**src/rtl/rr_arb_mux.sv**
```systemverilog
// Registered N-to-1 channel mux with valid/ready handshake and built-in
// round-robin or fixed-priority arbitration; one output pipeline stage.
module rr_arb_mux #(
    parameter int unsigned WIDTH    = 32,
    parameter int unsigned CHANNELS = 8
) (
    input  logic                                clk,
    input  logic                                reset_n,
    input  logic [CHANNELS*WIDTH-1:0]           in_data,
    input  logic [CHANNELS-1:0]                 in_valid,
    output logic [CHANNELS-1:0]                 in_ready,
    input  logic                                mode,
    output logic [WIDTH-1:0]                    out_data,
    output logic [$clog2(CHANNELS)-1:0]         out_sel,
    output logic                                out_valid,
    input  logic                                out_ready
);
    localparam int unsigned SEL_W = $clog2(CHANNELS);

    logic [WIDTH-1:0] r_out_data;
    logic [SEL_W-1:0] r_out_sel;
    logic             r_out_valid;
    logic [SEL_W-1:0] r_last;

    logic             w_found;
    logic [SEL_W-1:0] w_grant_idx;
    logic [WIDTH-1:0] w_sel_data;
    logic             w_load;

    // Grant search: round-robin starts just after the last granted channel and
    // wraps modulo CHANNELS; fixed priority scans upward from channel 0.
    always_comb begin
        int unsigned t;
        logic [SEL_W-1:0] idx;
        w_found     = 1'b0;
        w_grant_idx = '0;
        t           = 0;
        idx         = '0;
        if (mode) begin
            for (int unsigned i = 0; i < CHANNELS; i++) begin
                idx = SEL_W'(i);
                if (!w_found && in_valid[idx]) begin
                    w_found     = 1'b1;
                    w_grant_idx = idx;
                end
            end
        end else begin
            for (int unsigned k = 1; k <= CHANNELS; k++) begin
                t = 32'(r_last) + k;
                if (t >= CHANNELS) begin
                    t = t - CHANNELS;
                end
                idx = SEL_W'(t);
                if (!w_found && in_valid[idx]) begin
                    w_found     = 1'b1;
                    w_grant_idx = idx;
                end
            end
        end
    end

    always_comb begin
        w_sel_data = '0;
        for (int unsigned i = 0; i < CHANNELS; i++) begin
            if (w_grant_idx == SEL_W'(i)) begin
                w_sel_data = in_data[i*WIDTH +: WIDTH];
            end
        end
    end

    assign w_load = (!r_out_valid || out_ready) && (|in_valid);

    // in_ready is gated by reset_n so no producer sees an accept while in reset.
    always_comb begin
        in_ready = '0;
        if (reset_n && w_load && w_found) begin
            in_ready[w_grant_idx] = 1'b1;
        end
    end

    always_ff @(posedge clk or negedge reset_n) begin
        if (!reset_n) begin
            r_out_data  <= '0;
            r_out_sel   <= '0;
            r_out_valid <= 1'b0;
            r_last      <= SEL_W'(CHANNELS - 1);
        end else if (w_load && w_found) begin
            r_out_data  <= w_sel_data;
            r_out_sel   <= w_grant_idx;
            r_out_valid <= 1'b1;
            r_last      <= w_grant_idx;
        end else if (r_out_valid && out_ready) begin
            r_out_valid <= 1'b0;
        end
    end

    assign out_data  = r_out_data;
    assign out_sel   = r_out_sel;
    assign out_valid = r_out_valid;

endmodule

```
**config.mk**
```make
export PLATFORM = sky130hd
export DESIGN_NAME = rr_arb_mux
export DESIGN_NICKNAME = d
export VERILOG_FILES = /design/src/rtl/rr_arb_mux.sv
export SDC_FILE = /design/constraint.sdc
export NUM_CORES = 1
export LEC_CHECK = 0
export CORE_MARGIN = 10
export CORE_UTILIZATION = 25
export CTS_BUF_LIST = sky130_fd_sc_hd__clkbuf_4
export DETAILED_ROUTE_END_ITERATION = 8
export PLACE_DENSITY = 0.68
export SLEW_MARGIN = 25
export SYNTH_ARGS = -nofsm -noshare
export SYNTH_HDL_FRONTEND = slang
export SYNTH_SLANG_ARGS = --single-unit
```
**constraint.sdc**
```tcl
create_clock -name clk -period 5.15 [get_ports clk]
set_input_delay 0.515 -clock clk [delete_from_list [all_inputs] [get_ports clk]]
set_output_delay 0.515 -clock clk [all_outputs]
set_load 0.02 [all_outputs]
```
==> results.sh <==
export IMPL_p_clk_frac=0.067
export IMPL_postRouteAntennaNets=0
export IMPL_worstReg2RegEnd="out_data[24]$_DFFE_PN0P_"
export IMPL_first_pass_iters=4
export IMPL_syn_cell_area_mm2=0.00479
export IMPL_vias=5401
export IMPL_final_area_mm2=0.00824
export IMPL_worst_r2r_cell_count=14
export IMPL_vias_per_cell=5.10
export IMPL_path_class="reg2out"
export IMPL_synth_top_area_frac=0.259
export IMPL_r2r_start="r_last[1]$_DFFE_PN1P_"
export IMPL_synth_warnings=0
export IMPL_die_h_um=158
export IMPL_drt_iter0_drc=251
export IMPL_rrSetupSlack_ns=0.43
export IMPL_status="finished, final reports clean"
export IMPL_final_setup_skew_ns=0.0130
export IMPL_yosysUniqueCellTypes=67
export IMPL_crit_start="r_last[1]$_DFFE_PN1P_"
export IMPL_worst_pin_slew_ns=0.735
export IMPL_final_setup_tns_ns=0
export IMPL_synthTopCellsByArea="mux2i_1, dfrtp_1, mux4_2, nor2_1, mux2_1"
export IMPL_power_density_mw_per_mm2=509
export IMPL_antenna_found_initial=2
export IMPL_instances_no_fill=1058
export IMPL_maxSlewViolCount=0
export IMPL_cap_violations=0
export IMPL_route_detailed_drc=0
export IMPL_rsz0062_at_grt="yes"
export IMPL_timing_slew_headroom=0.497
export IMPL_grt_pass1_vias=5755
export IMPL_synth_edf_count=0
export IMPL_port_buffers=311
export IMPL_p_leak_uw=0.00339
export IMPL_setup_viol=0
export IMPL_ios=312
export IMPL_placed_area_mm2=0.00809
export IMPL_grt_start_max_net_pins=65
export IMPL_switching_share=0.480
export IMPL_worstPathMaxFanout=25
export IMPL_synth_top_area_cell="mux2i_1"
export IMPL_dieArea_mm2=0.0251
export IMPL_cts_tree="done"
export IMPL_cts_inserted_buffers=5
export IMPL_grt_ovfl_total=0
export IMPL_multi_input_area_mm2=0.00349
export IMPL_post_route_period_util=0.963
export IMPL_hold_viol_final=0
export IMPL_row_count=50
export IMPL_synthCells=532
export IMPL_cts_max_path_buffers=2
export IMPL_grt_usage=0.175
export IMPL_synth_seq_cells=39
export IMPL_routed_wl_um=23200
export IMPL_dp_cells=1046
export IMPL_hold_path_class="in2async"
export IMPL_p_switching_uw=2020
export IMPL_critPathArrivalTime_ns=4.44
export IMPL_finalCriticalPeriod_ns=4.96
export IMPL_syn_num_nets=802
export IMPL_cts_root_buf="clkbuf_4"
export IMPL_yosysSeqAreaShare=0.205
export IMPL_coreArea_mm2=0.0188
export IMPL_cpPeakStageDelay_ns=0.64
export IMPL_start_util=0.255
export IMPL_seqPwrFrac=0.134
export IMPL_slowest_stage="clkdlybuf4s50_1"
export IMPL_h_tree_depth=2
export IMPL_p_int_uw=2180
export IMPL_synth_area_per_cell_um2=9.00
export IMPL_dp_hpwl_um=19200
export IMPL_globalplace_congestion=0.909
export IMPL_fmax_ghz=0.202
export IMPL_crit_required_ns=4.64
export IMPL_wl_per_cell_um=21.9
export IMPL_grt_pass1_wl_um=33900
export IMPL_worst_setup_path_end_kind="output pin"
export IMPL_num_fill_cells=1864
export IMPL_ir_drop_v=0.000258
export IMPL_drive_above_1_share=0.0912
export IMPL_die_w_um=158
export IMPL_clk_pin_slew_worst_paths_ns=0.15
export IMPL_area_delta_synth_final_pct=72.2
export IMPL_start_kind="flip-flop"
export IMPL_finalPower_uw=4200
export IMPL_clk_latency_ns=0.40
export IMPL_path_cells="inv_1 > ha_2 > mux2_2 > mux4_2 > nor3_2 > nand4_2 > nor4_2 > a211oi_4 > buf_8 > nor3_1 > clkdlybuf4s50_1"
export IMPL_p_comb_frac=0.798
export IMPL_endpoint="in_ready[5]"
export IMPL_fin_nets=1091
export IMPL_ys_async_sr_fraction=1.00
export IMPL_cts_sinks=39
export IMPL_synth_flop_cell="dfrtp_1"
export IMPL_register_area_um2=980
==> worst min-delay path by stage <==
stage	start	cells after the start	to
CTS	reset_n	1	out_data[29]$_DFFE_PN0P_
global route	reset_n	1	out_data[24]$_DFFE_PN0P_
global placement	out_sel[1]$_DFFE_PN0P_	2	out_sel[1]$_DFFE_PN0P_
floorplan	reset_n	0	out_data[0]$_DFFE_PN0P_
detailed placement	out_sel[2]$_DFFE_PN0P_	2	out_sel[2]$_DFFE_PN0P_
finish	reset_n	1	out_data[29]$_DFFE_PN0P_
==> power by group through the flow <==
stage | clock network (µW) | registers (µW) | logic, µW
detailed placement | 0 | 571 | 3330
floorplan | 0 | 718 | 2120
global route | 304 | 586 | 3620
global placement | 0 | 566 | 3310
CTS | 291 | 565 | 3360
finish | 283 | 563 | 3350
==> synth_stat cells, types with 4 or more instances <==
cell	count
a21oi_1	23
a31oi_1	4
o32ai_1	16
nor2_1	57
mux2i_1	124
mux2_1	15
inv_1	11
mux2_2	8
a211oi_1	16
o21ai_0	7
buf_4	12
buf_6	4
buf_2	16
nand2_1	38
o21bai_1	4
a221o_1	15
mux4_2	12
o22ai_1	14
dfrtp_1	36
clkbuf_1	19
nor3_1	5
nand3_1	13
==> worst max-delay path, delay by kind of cell (launching register included) <==
kind | cells | cell delay, ns
AOI/OAI and AO/OA | 1 | 0.10
adders and majority gates | 1 | 0.46
buffers and inverters | 3 | 0.91
DFF | 1 | 0.55
muxes | 2 | 0.93
and+or+nand+nor | 4 | 1.07
==> per-layer routing <==
metal	track usage	wire length (µm)	up-vias
li1	-	-	2616
met1	0.187	8440	2564
met2	0.319	12500	204
met3	0.0688	1980	15
met4	0.0331	296	2
met5	0	13	-
==> stage by stage <==
step	util	hold slack, ns	setup WS [ns]
6_report	0.439	0.108	0.193
3_3_place_gp	0.431	0.463	0.305
3_5_place_dp	0.431	0.465	0.310
2_1_floorplan	-	0.219	0.371
5_1_grt	0.439	0.112	-0.108
4_1_cts	0.437	0.104	0.101
==> sequential cells by signal, indices dropped and copies added, names as in the netlist <==
name	cells
out_data	32
r_last	3
out_valid	1
out_sel	3
==> cells in the final DEF (no fill, tap or decap), types with 15 or more instances in the layout <==
master,instances
a21oi_1,23
nand2_1,38
mux2_1,15
o32ai_1,16
a221o_1,15
a211oi_1,16
dfrtp_1,36
clkdlybuf4s50_1,306
nor2_1,57
buf_4,20
mux2i_1,124
==> kinds of logic (layout without fill, tap and decap cells) <==
family,Yosys count,in the layout,share of synthesized area
AOI/OAI and AO/OA,128,128,0.204
xor gates and xnor gates,5,5,0.0107
adders and majority gates,2,2,0.00523
buffers and inverters,64,354,0.0708
DFF,39,39,0.205
muxes,162,162,0.379
other,0,2,0
and+or+nand+nor,132,132,0.125
==> final cells by class <==
| cell class | count | area share |
|---|---|---|
| Sequential cell | 39 | 0.119 |
| Timing Repair Buffer | 334 | 0.403 |
| Inverter | 12 | 0.00546 |
| Clock buffer | 5 | 0.00455 |
| Multi-Input combinational cell | 429 | 0.424 |
| Tap cell | 234 | 0.0355 |
| Clock inverter | 3 | 0.00820 |
| Antenna cell | 2 | 0.000607 |
==> timing repair <==
item | CTS | global route
hold buffers | 0 | 0
buffers inserted | 2 | 0
setup endpoints to repair | 2 | 8
pin swaps | 1 | 0
gates resized for setup | 1 | 7
Note: power is estimated with default switching activity, not from simulation.
